### src/rtl/mem_arbiter_if.sv
// mem_arbiter_if: bundle of the two master request ports and the shared
// bus-interface port of mem_arbiter.
//   slave  modport : arbiter view (takes p0/p1 requests, drives mem_* / grant)
//   master modport : environment view (masters plus bus interface)
//   p0_*/p1_* : read/write strobes, addr, wdata in; done pulse, rdata out
//   p1_lock   : keeps port 1 ownership across completions
//   mem_*     : registered request to the bus interface, rdata/done back
//   grant     : one-hot current owner {p1,p0}
interface mem_arbiter_if #(parameter int ADDR_W = 16);
  logic              p0_read, p0_write;
  logic [ADDR_W-1:0] p0_addr;
  logic [7:0]        p0_wdata;
  logic              p0_done;
  logic [7:0]        p0_rdata;
  logic              p1_read, p1_write, p1_lock;
  logic [ADDR_W-1:0] p1_addr;
  logic [7:0]        p1_wdata;
  logic              p1_done;
  logic [7:0]        p1_rdata;
  logic              mem_read, mem_write;
  logic [ADDR_W-1:0] mem_addr;
  logic [7:0]        mem_wdata;
  logic [7:0]        mem_rdata;
  logic              mem_done;
  logic [1:0]        grant;

  modport slave (
    input  p0_read, p0_write, p0_addr, p0_wdata,
    input  p1_read, p1_write, p1_addr, p1_wdata, p1_lock,
    input  mem_rdata, mem_done,
    output p0_done, p0_rdata, p1_done, p1_rdata,
    output mem_read, mem_write, mem_addr, mem_wdata, grant
  );

  modport master (
    output p0_read, p0_write, p0_addr, p0_wdata,
    output p1_read, p1_write, p1_addr, p1_wdata, p1_lock,
    output mem_rdata, mem_done,
    input  p0_done, p0_rdata, p1_done, p1_rdata,
    input  mem_read, mem_write, mem_addr, mem_wdata, grant
  );
endinterface

### src/rtl/mem_arbiter.sv
// mem_arbiter: shares one bus-interface request port between port 0 (CPU)
// and port 1 (debug/DMA). One transaction at a time; round-robin or fixed
// priority on ties; port 1 can hold ownership with p1_lock.
//   clk  : clock
//   rst  : asynchronous active-high reset
//   bus  : mem_arbiter_if.slave (request ports, bus port, grant)
module mem_arbiter #(
  parameter int ROUND_ROBIN = 1,
  parameter int ADDR_W      = 16
) (
  input logic          clk,
  input logic          rst,
  mem_arbiter_if.slave bus
);
  localparam bit RR = (ROUND_ROBIN != 0);

  typedef enum logic [1:0] {IDLE, BUSY0, BUSY1, LOCKED1} state_t;

  state_t            r_state;
  logic              r_last1;     // 1 = port 1 was granted most recently
  logic              r_mem_read, r_mem_write;
  logic [ADDR_W-1:0] r_mem_addr;
  logic [7:0]        r_mem_wdata;
  logic [1:0]        r_grant;

  logic w_req0, w_req1, w_pick1, w_take0, w_take1;

  assign w_req0 = bus.p0_read | bus.p0_write;
  assign w_req1 = bus.p1_read | bus.p1_write;

  // Tie goes to the port not served last (RR) or to port 0 (fixed).
  assign w_pick1 = w_req1 & (~w_req0 | (RR & ~r_last1));

  // LOCKED1 with lock dropped and port 1 quiet arbitrates like IDLE in the
  // same cycle, so port 0 does not lose an extra cycle.
  assign w_take1 = ((r_state == IDLE) & w_pick1) |
                   ((r_state == LOCKED1) & w_req1);
  assign w_take0 = ((r_state == IDLE) & w_req0 & ~w_pick1) |
                   ((r_state == LOCKED1) & ~w_req1 & ~bus.p1_lock & w_req0);

  always_ff @(posedge clk or posedge rst) begin
    if (rst) begin
      r_state     <= IDLE;
      r_last1     <= 1'b1;
      r_mem_read  <= 1'b0;
      r_mem_write <= 1'b0;
      r_mem_addr  <= '0;
      r_mem_wdata <= '0;
      r_grant     <= 2'b00;
    end else if (w_take1) begin
      r_state     <= BUSY1;
      r_last1     <= 1'b1;
      r_mem_write <= bus.p1_write;
      r_mem_read  <= bus.p1_read & ~bus.p1_write;  // write wins if both
      r_mem_addr  <= bus.p1_addr;
      r_mem_wdata <= bus.p1_wdata;
      r_grant     <= 2'b10;
    end else if (w_take0) begin
      r_state     <= BUSY0;
      r_last1     <= 1'b0;
      r_mem_write <= bus.p0_write;
      r_mem_read  <= bus.p0_read & ~bus.p0_write;
      r_mem_addr  <= bus.p0_addr;
      r_mem_wdata <= bus.p0_wdata;
      r_grant     <= 2'b01;
    end else begin
      case (r_state)
        BUSY0, BUSY1: begin
          // Requests are ignored while busy; only mem_done ends the cycle.
          if (bus.mem_done) begin
            r_mem_read  <= 1'b0;
            r_mem_write <= 1'b0;
            r_grant     <= 2'b00;
            r_state     <= (r_state == BUSY1 && bus.p1_lock) ? LOCKED1 : IDLE;
          end
        end
        LOCKED1: if (!bus.p1_lock) r_state <= IDLE;
        default: r_state <= IDLE;
      endcase
    end
  end

  assign bus.mem_read  = r_mem_read;
  assign bus.mem_write = r_mem_write;
  assign bus.mem_addr  = r_mem_addr;
  assign bus.mem_wdata = r_mem_wdata;
  assign bus.grant     = r_grant;

  // grant is only non-zero while busy, so stray mem_done never leaks out.
  assign bus.p0_done  = bus.mem_done & r_grant[0];
  assign bus.p1_done  = bus.mem_done & r_grant[1];
  assign bus.p0_rdata = bus.mem_rdata;
  assign bus.p1_rdata = bus.mem_rdata;
endmodule

### src/flat_wrapper.sv
// flat-port wrapper written by rule: the top's interface ports become plain ports
module mem_arbiter_flat 
#(
  parameter int ROUND_ROBIN = 1,
  parameter int ADDR_W      = 16
)
  (clk, rst, bus_p0_read, bus_p0_write, bus_p0_addr, bus_p0_wdata, bus_p1_read, bus_p1_write, bus_p1_addr, bus_p1_wdata, bus_p1_lock, bus_mem_rdata, bus_mem_done, bus_p0_done, bus_p0_rdata, bus_p1_done, bus_p1_rdata, bus_mem_read, bus_mem_write, bus_mem_addr, bus_mem_wdata, bus_grant);
  mem_arbiter_if #(.ADDR_W(ADDR_W)) bus_i ();
  input logic clk;
  input logic rst;
  input wire logic [$bits(bus_i.p0_read)-1:0] bus_p0_read;
  input wire logic [$bits(bus_i.p0_write)-1:0] bus_p0_write;
  input wire logic [$bits(bus_i.p0_addr)-1:0] bus_p0_addr;
  input wire logic [$bits(bus_i.p0_wdata)-1:0] bus_p0_wdata;
  input wire logic [$bits(bus_i.p1_read)-1:0] bus_p1_read;
  input wire logic [$bits(bus_i.p1_write)-1:0] bus_p1_write;
  input wire logic [$bits(bus_i.p1_addr)-1:0] bus_p1_addr;
  input wire logic [$bits(bus_i.p1_wdata)-1:0] bus_p1_wdata;
  input wire logic [$bits(bus_i.p1_lock)-1:0] bus_p1_lock;
  input wire logic [$bits(bus_i.mem_rdata)-1:0] bus_mem_rdata;
  input wire logic [$bits(bus_i.mem_done)-1:0] bus_mem_done;
  output wire logic [$bits(bus_i.p0_done)-1:0] bus_p0_done;
  output wire logic [$bits(bus_i.p0_rdata)-1:0] bus_p0_rdata;
  output wire logic [$bits(bus_i.p1_done)-1:0] bus_p1_done;
  output wire logic [$bits(bus_i.p1_rdata)-1:0] bus_p1_rdata;
  output wire logic [$bits(bus_i.mem_read)-1:0] bus_mem_read;
  output wire logic [$bits(bus_i.mem_write)-1:0] bus_mem_write;
  output wire logic [$bits(bus_i.mem_addr)-1:0] bus_mem_addr;
  output wire logic [$bits(bus_i.mem_wdata)-1:0] bus_mem_wdata;
  output wire logic [$bits(bus_i.grant)-1:0] bus_grant;
  assign bus_i.p0_read = bus_p0_read;
  assign bus_i.p0_write = bus_p0_write;
  assign bus_i.p0_addr = bus_p0_addr;
  assign bus_i.p0_wdata = bus_p0_wdata;
  assign bus_i.p1_read = bus_p1_read;
  assign bus_i.p1_write = bus_p1_write;
  assign bus_i.p1_addr = bus_p1_addr;
  assign bus_i.p1_wdata = bus_p1_wdata;
  assign bus_i.p1_lock = bus_p1_lock;
  assign bus_i.mem_rdata = bus_mem_rdata;
  assign bus_i.mem_done = bus_mem_done;
  assign bus_p0_done = bus_i.p0_done;
  assign bus_p0_rdata = bus_i.p0_rdata;
  assign bus_p1_done = bus_i.p1_done;
  assign bus_p1_rdata = bus_i.p1_rdata;
  assign bus_mem_read = bus_i.mem_read;
  assign bus_mem_write = bus_i.mem_write;
  assign bus_mem_addr = bus_i.mem_addr;
  assign bus_mem_wdata = bus_i.mem_wdata;
  assign bus_grant = bus_i.grant;
  mem_arbiter #(.ROUND_ROBIN(ROUND_ROBIN), .ADDR_W(ADDR_W)) u_core (.clk(clk), .rst(rst), .bus(bus_i));
endmodule
### config.mk
export PLATFORM = sky130hd
export DESIGN_NAME = mem_arbiter_flat
export DESIGN_NICKNAME = d
export VERILOG_FILES = /design/src/rtl/mem_arbiter_if.sv /design/src/rtl/mem_arbiter.sv /design/src/flat_wrapper.sv
export SDC_FILE = /design/constraint.sdc
export NUM_CORES = 1
export LEC_CHECK = 0
export CAP_MARGIN = 20
export CORE_MARGIN = 2
export CORE_UTILIZATION = 39
export DETAILED_ROUTE_END_ITERATION = 6
export PLACE_DENSITY = 0.85
export REMOVE_ABC_BUFFERS = 1
export SYNTH_ARGS = -nofsm -noshare
export SYNTH_HDL_FRONTEND = slang
export SYNTH_SLANG_ARGS = --single-unit
### constraint.sdc
create_clock -name clk -period 5.7 [get_ports clk]
set_input_delay 1.14 -clock clk [delete_from_list [all_inputs] [get_ports clk]]
set_output_delay 1.14 -clock clk [all_outputs]
set_load 0.01 [all_outputs]
# == After elaboration in Yosys (flattened, before gate mapping) ==
# Cells that the tools add are included.
# word_totals
ff_bits,31
in_bits,64
output_inout_bits,46
word_cells,66
# classes
n_eq_ne,5
mux,22
bitwise,24
n_reduce_logical,8
# op_table
op,count
$mux 16,2
$mux 2,9
$mux 8,2
$and 1x1->1,12
$mux 1,8
$ne 4x2->1 const B,2
$not 1->1,7
$reduce_bool 3->1,2
$or 1x1->1,5
$eq 2x2->1 const B,2
$pmux 2 s2,1
$reduce_and 2->1,2
$eq 2x1->1 const B,1
$logic_not 2->1,1
$reduce_bool 2->1,1
$reduce_or 2->1,1
$logic_and 1x1->1,1

# == Logic depth before layout (Yosys ltp) ==
# depth
word_depth,9
ltp_mapped,7
depth_no_buf,6

# == Worst setup path before layout ==
# OpenSTA, ideal clock, no wires.
# synth_timing
kind,in2reg
startpoint,in bus_p1_lock
endpoint,"reg u_core.r_mem_addr[0], in the netlist u_core.bus.mem_addr[0]"
setup_time_ps,131
t_arrival_ps,2382
required_time_ps,5569
path_slack_ps,3187
stages,5
n_path_buf,1
cell_sequence,or4b_4 > o22ai_4 > buf_6 > mux2i_1 > o21ai_2
# synth_between
elab_chain_len,5
# synth_lines
item,line_no,text
from (decl),flat_wrapper.sv:19,input wire logic [$bits(bus_i.p1_lock)-1:0] bus_p1_lock;
$not 1->1,mem_arbiter.sv:39,((r_state == LOCKED1) & ~w_req1 & ~bus.p1_lock & w_req0);
$and 1x1->1 (2 in a row),mem_arbiter.sv:39,
$or 1x1->1,mem_arbiter.sv:38,assign w_take0 = ((r_state == IDLE) & w_req0 & ~w_pick1) |
$reduce_bool 2->1 (no source line),-,
to (signal assigned),mem_arbiter.sv:55,r_mem_addr <= bus.p1_addr;
to (signal assigned),mem_arbiter.sv:63,r_mem_addr <= bus.p0_addr;
to (decl),mem_arbiter.sv:22,logic [ADDR_W-1:0] r_mem_addr;
# Every way passes these cells.
# A chain may end at the register's enable or synchronous reset.

# == Worst setup path in the final report ==
# layout_timing
startpoint,in bus_mem_done
endpoint,out bus_p1_done
# layout_between
elab_chain_len,1
# layout_lines
item,line_no,text
from (decl),flat_wrapper.sv:21,input wire logic [$bits(bus_i.mem_done)-1:0] bus_mem_done;
$and 1x1->1,mem_arbiter.sv:91,assign bus.p1_done = bus.mem_done & r_grant[1];
to (decl),flat_wrapper.sv:24,output wire logic [$bits(bus_i.p1_done)-1:0] bus_p1_done;
# Every way passes these cells.

==> impl_results.md <==
- Clock Latency Late Sink: 0.27 ns
- Max clock buf depth: 2
- Hold Slack: 0.481 ns
- Die Footprint: 0.00494 mm^2
- Remaining DRCs: 0
- CTS tree: built
- Async S/R FF share, synth: 100%
- Core footprint: 0.00429 mm^2
- CTS root buf: clkbuf_8
- CTS buffer count: 5
- Sequential area share after synthesis: 45.4%
- Initial detailed-routing violation count: 87
- EDFF count, synth: 0
- Initial Utilization: 39.9%
- Clk slew on worst S/H paths: 0.06 ns
- Max Cap Viol: 0
- Sw power: 0.000480 W
- H-tree depth: 2
- Combinational share of power: 55.9%
- Vias in the first global route: 1,416
- Fin worst setup slack: 2.26 ns
- Mapped Cells: 171
- CP max stage delay: 0.53 ns
- CP endpoint kind: output port
- Worst IR Drop VDD: 229 uV
- Max Freq: 0.290 GHz
- Number of vias in the routed layout: 1,445
- Post-Syn Area: 0.00171 mm^2
- Vias per cell: 4.90
- Pre-Repair DR Iteration Count: 4
- Hold_buf cts: 0
- Status: completed
- Setup Viol. Count Final: 0
- Fin crit period: 3.44 ns
- Number of library cell types mapped by synthesis: 29
- Die height: 70.3 um
- Syn avg cell area: 10.0 um^2
- P_int: 0.000852 W
- Pwr Total: 0.00133 W
- Post-route ant nets: 0
- Syn. warnings: 0
- Min-delay worst type: flop to flop
- Ports: 110
- Filler cells: 387
- Switching share of power: 36.0%
- Gpl congestion: 0.843
- Cell mode on critical path: clkdlybuf4s50_1
- Critical path launch point type: primary input
- #FFs+latches synth: 31
- Period utilization: 60.4%
- Setup TNS: 0 ns
- Largest net degree at the start of global routing: 56
- Clock Power Share: 13.9%
- Routed WL: 3960 um
- Place WS: 2.25 ns
- Slew Limit Headroom: 46.7%
- Most common cell after layout, fill and taps aside: clkdlybuf4s50_1
- Power per Cell Area: 514 mW/mm^2
- Crit Path Max Fanout: 4
- Setup Buffers After CTS: 0
- Port buffer count: 85
- Die X: 70.3 um
- Initial antenna violation count: 0
- Global-route wire length before repair: 6470 um
- Kind of critical path: primary input to output port
- Area delta synth->final: 51.4%
- Commonest cells after routing, fill and taps aside: clkdlybuf4s50_1, dfrtp_1, nand2_1
- CP cell instances: clkdlybuf4s50_1 -> and2_1 -> clkdlybuf4s50_1
- Count of final max-slew check failures: 0
- Leakage: 1.07 nW
- Req. time, crit path: 4.56 ns
- CTS Sinks: 31
- Slowest stage cell, crit path: clkdlybuf4s50_1
- Layout cells sized above 1: 7.41%
- Post_cts resized: 0
- Detail Placement HPWL: 2890 um
- WL per Instance: 13.4 um
- Worst slew pin tran: 0.779 ns
- Ant diodes: 0
- Nets@finish: 309
- Std cell rows: 24
- Gr usage total: 16.3%
- Final count of hold timing violations: 0
- GRT overflow: 0
- Top FF cell, synth: dfrtp_1
- RSZ-0062 raised after global routing: no
- Worst EP arrival: 2.30 ns
- Sequential Power Share: 30.2%
- Clock Skews: 0.00299 ns
stage by stage:
stage                     area, um^2  instances  util, %
after global placement          2460        286     57.4
final                           2590        295     60.4
after global routing            2590        295     60.4
after floorplan                 1520        147        -
after detailed placement        2490        287     58.0
after CTS                       2590        295     60.4
state kept, by name, summed over array words and instances (netlist names):
name,count
u_core.r_state,2
u_core.r_last1,1
u_core.bus.mem_read,1
u_core.bus.mem_wdata,8
u_core.bus.grant,2
u_core.bus.mem_write,1
u_core.bus.mem_addr,16
path summary, 6_finish.rpt:
path / endpoint / start / cells past startpoint / slack [ns]
max: bus_p1_done / bus_mem_done / 3 / 2.26
max in group asynchronous: u_core.r_last1 / rst / 3 / 4.14
min in group asynchronous: u_core.bus.mem_wdata[2] / rst / 3 / 1.24
max reg2reg: u_core.bus.mem_wdata[3] / u_core.r_state[1] / 6 / 3.30
min: u_core.r_last1 / u_core.r_last1 / 2 / 0.48
min reg2reg: u_core.r_last1 / u_core.r_last1 / 2 / 0.48
synthesized netlist by cell type (all sizes together) (2+ instances only):
master	number	area, um^2
dfrtp	30	751
nor2	4	15.0
buf	19	171
o21bai	3	22.5
ha	3	37.5
o22ai	2	26.3
o21ai	27	146
and2	2	12.5
mux2i	24	240
nand2	28	105
a21oi	5	25.0
clkbuf	5	18.8
o22a	2	17.5
inv	7	26.3
critical path: cells and delay by family:
kind          cells  cell delay [ns]
buf+inv           2             1.04
simple gates      1             0.13
cell type report:
class / count / area [um^2] / share of cell area [%]
inverter: 7 / 26.3 / 1.01
timing repair buffer: 88 / 893 / 34.5
tap: 52 / 65.1 / 2.51
clock buffer: 8 / 100 / 3.86
sequential: 31 / 777 / 30.0
multi-input combinational: 109 / 731 / 28.2
power groups by stage:
stage	sequential, W	clock [W]	combinational, W
5_1_grt	0.000418	0.000201	0.000809
3_3_place_gp	0.000403	0	0.000713
2_1_floorplan	0.000445	0	0.000362
4_1_cts	0.000404	0.000191	0.000757
6_report	0.000402	0.000185	0.000744
3_5_place_dp	0.000403	0	0.000757
routing by layer:
layer	track usage (%)	wire [um]	part of all wire (%)	vias up
li1	-	-	-	706
met1	19.0	1650	42	663
met2	26.5	1900	48	72
met3	8.23	380	9.6	4
met4	4.49	29	0.73	0
met5	0	0	0	-
cell families (layout without fill, tap and decap cells):
| kind of cell | count (synthesis) | after routing | share of synthesized area [%] |
|---|---|---|---|
| AOI/OAI and AO/OA | 42 | 42 | 15.4 |
| adders and majority gates | 3 | 3 | 2.19 |
| buffers and inverters | 31 | 103 | 12.6 |
| DFF | 31 | 31 | 45.4 |
| muxes | 24 | 24 | 14.0 |
| and+or+nand+nor | 40 | 40 | 10.4 |
Note: power is estimated with default switching activity, not from simulation.
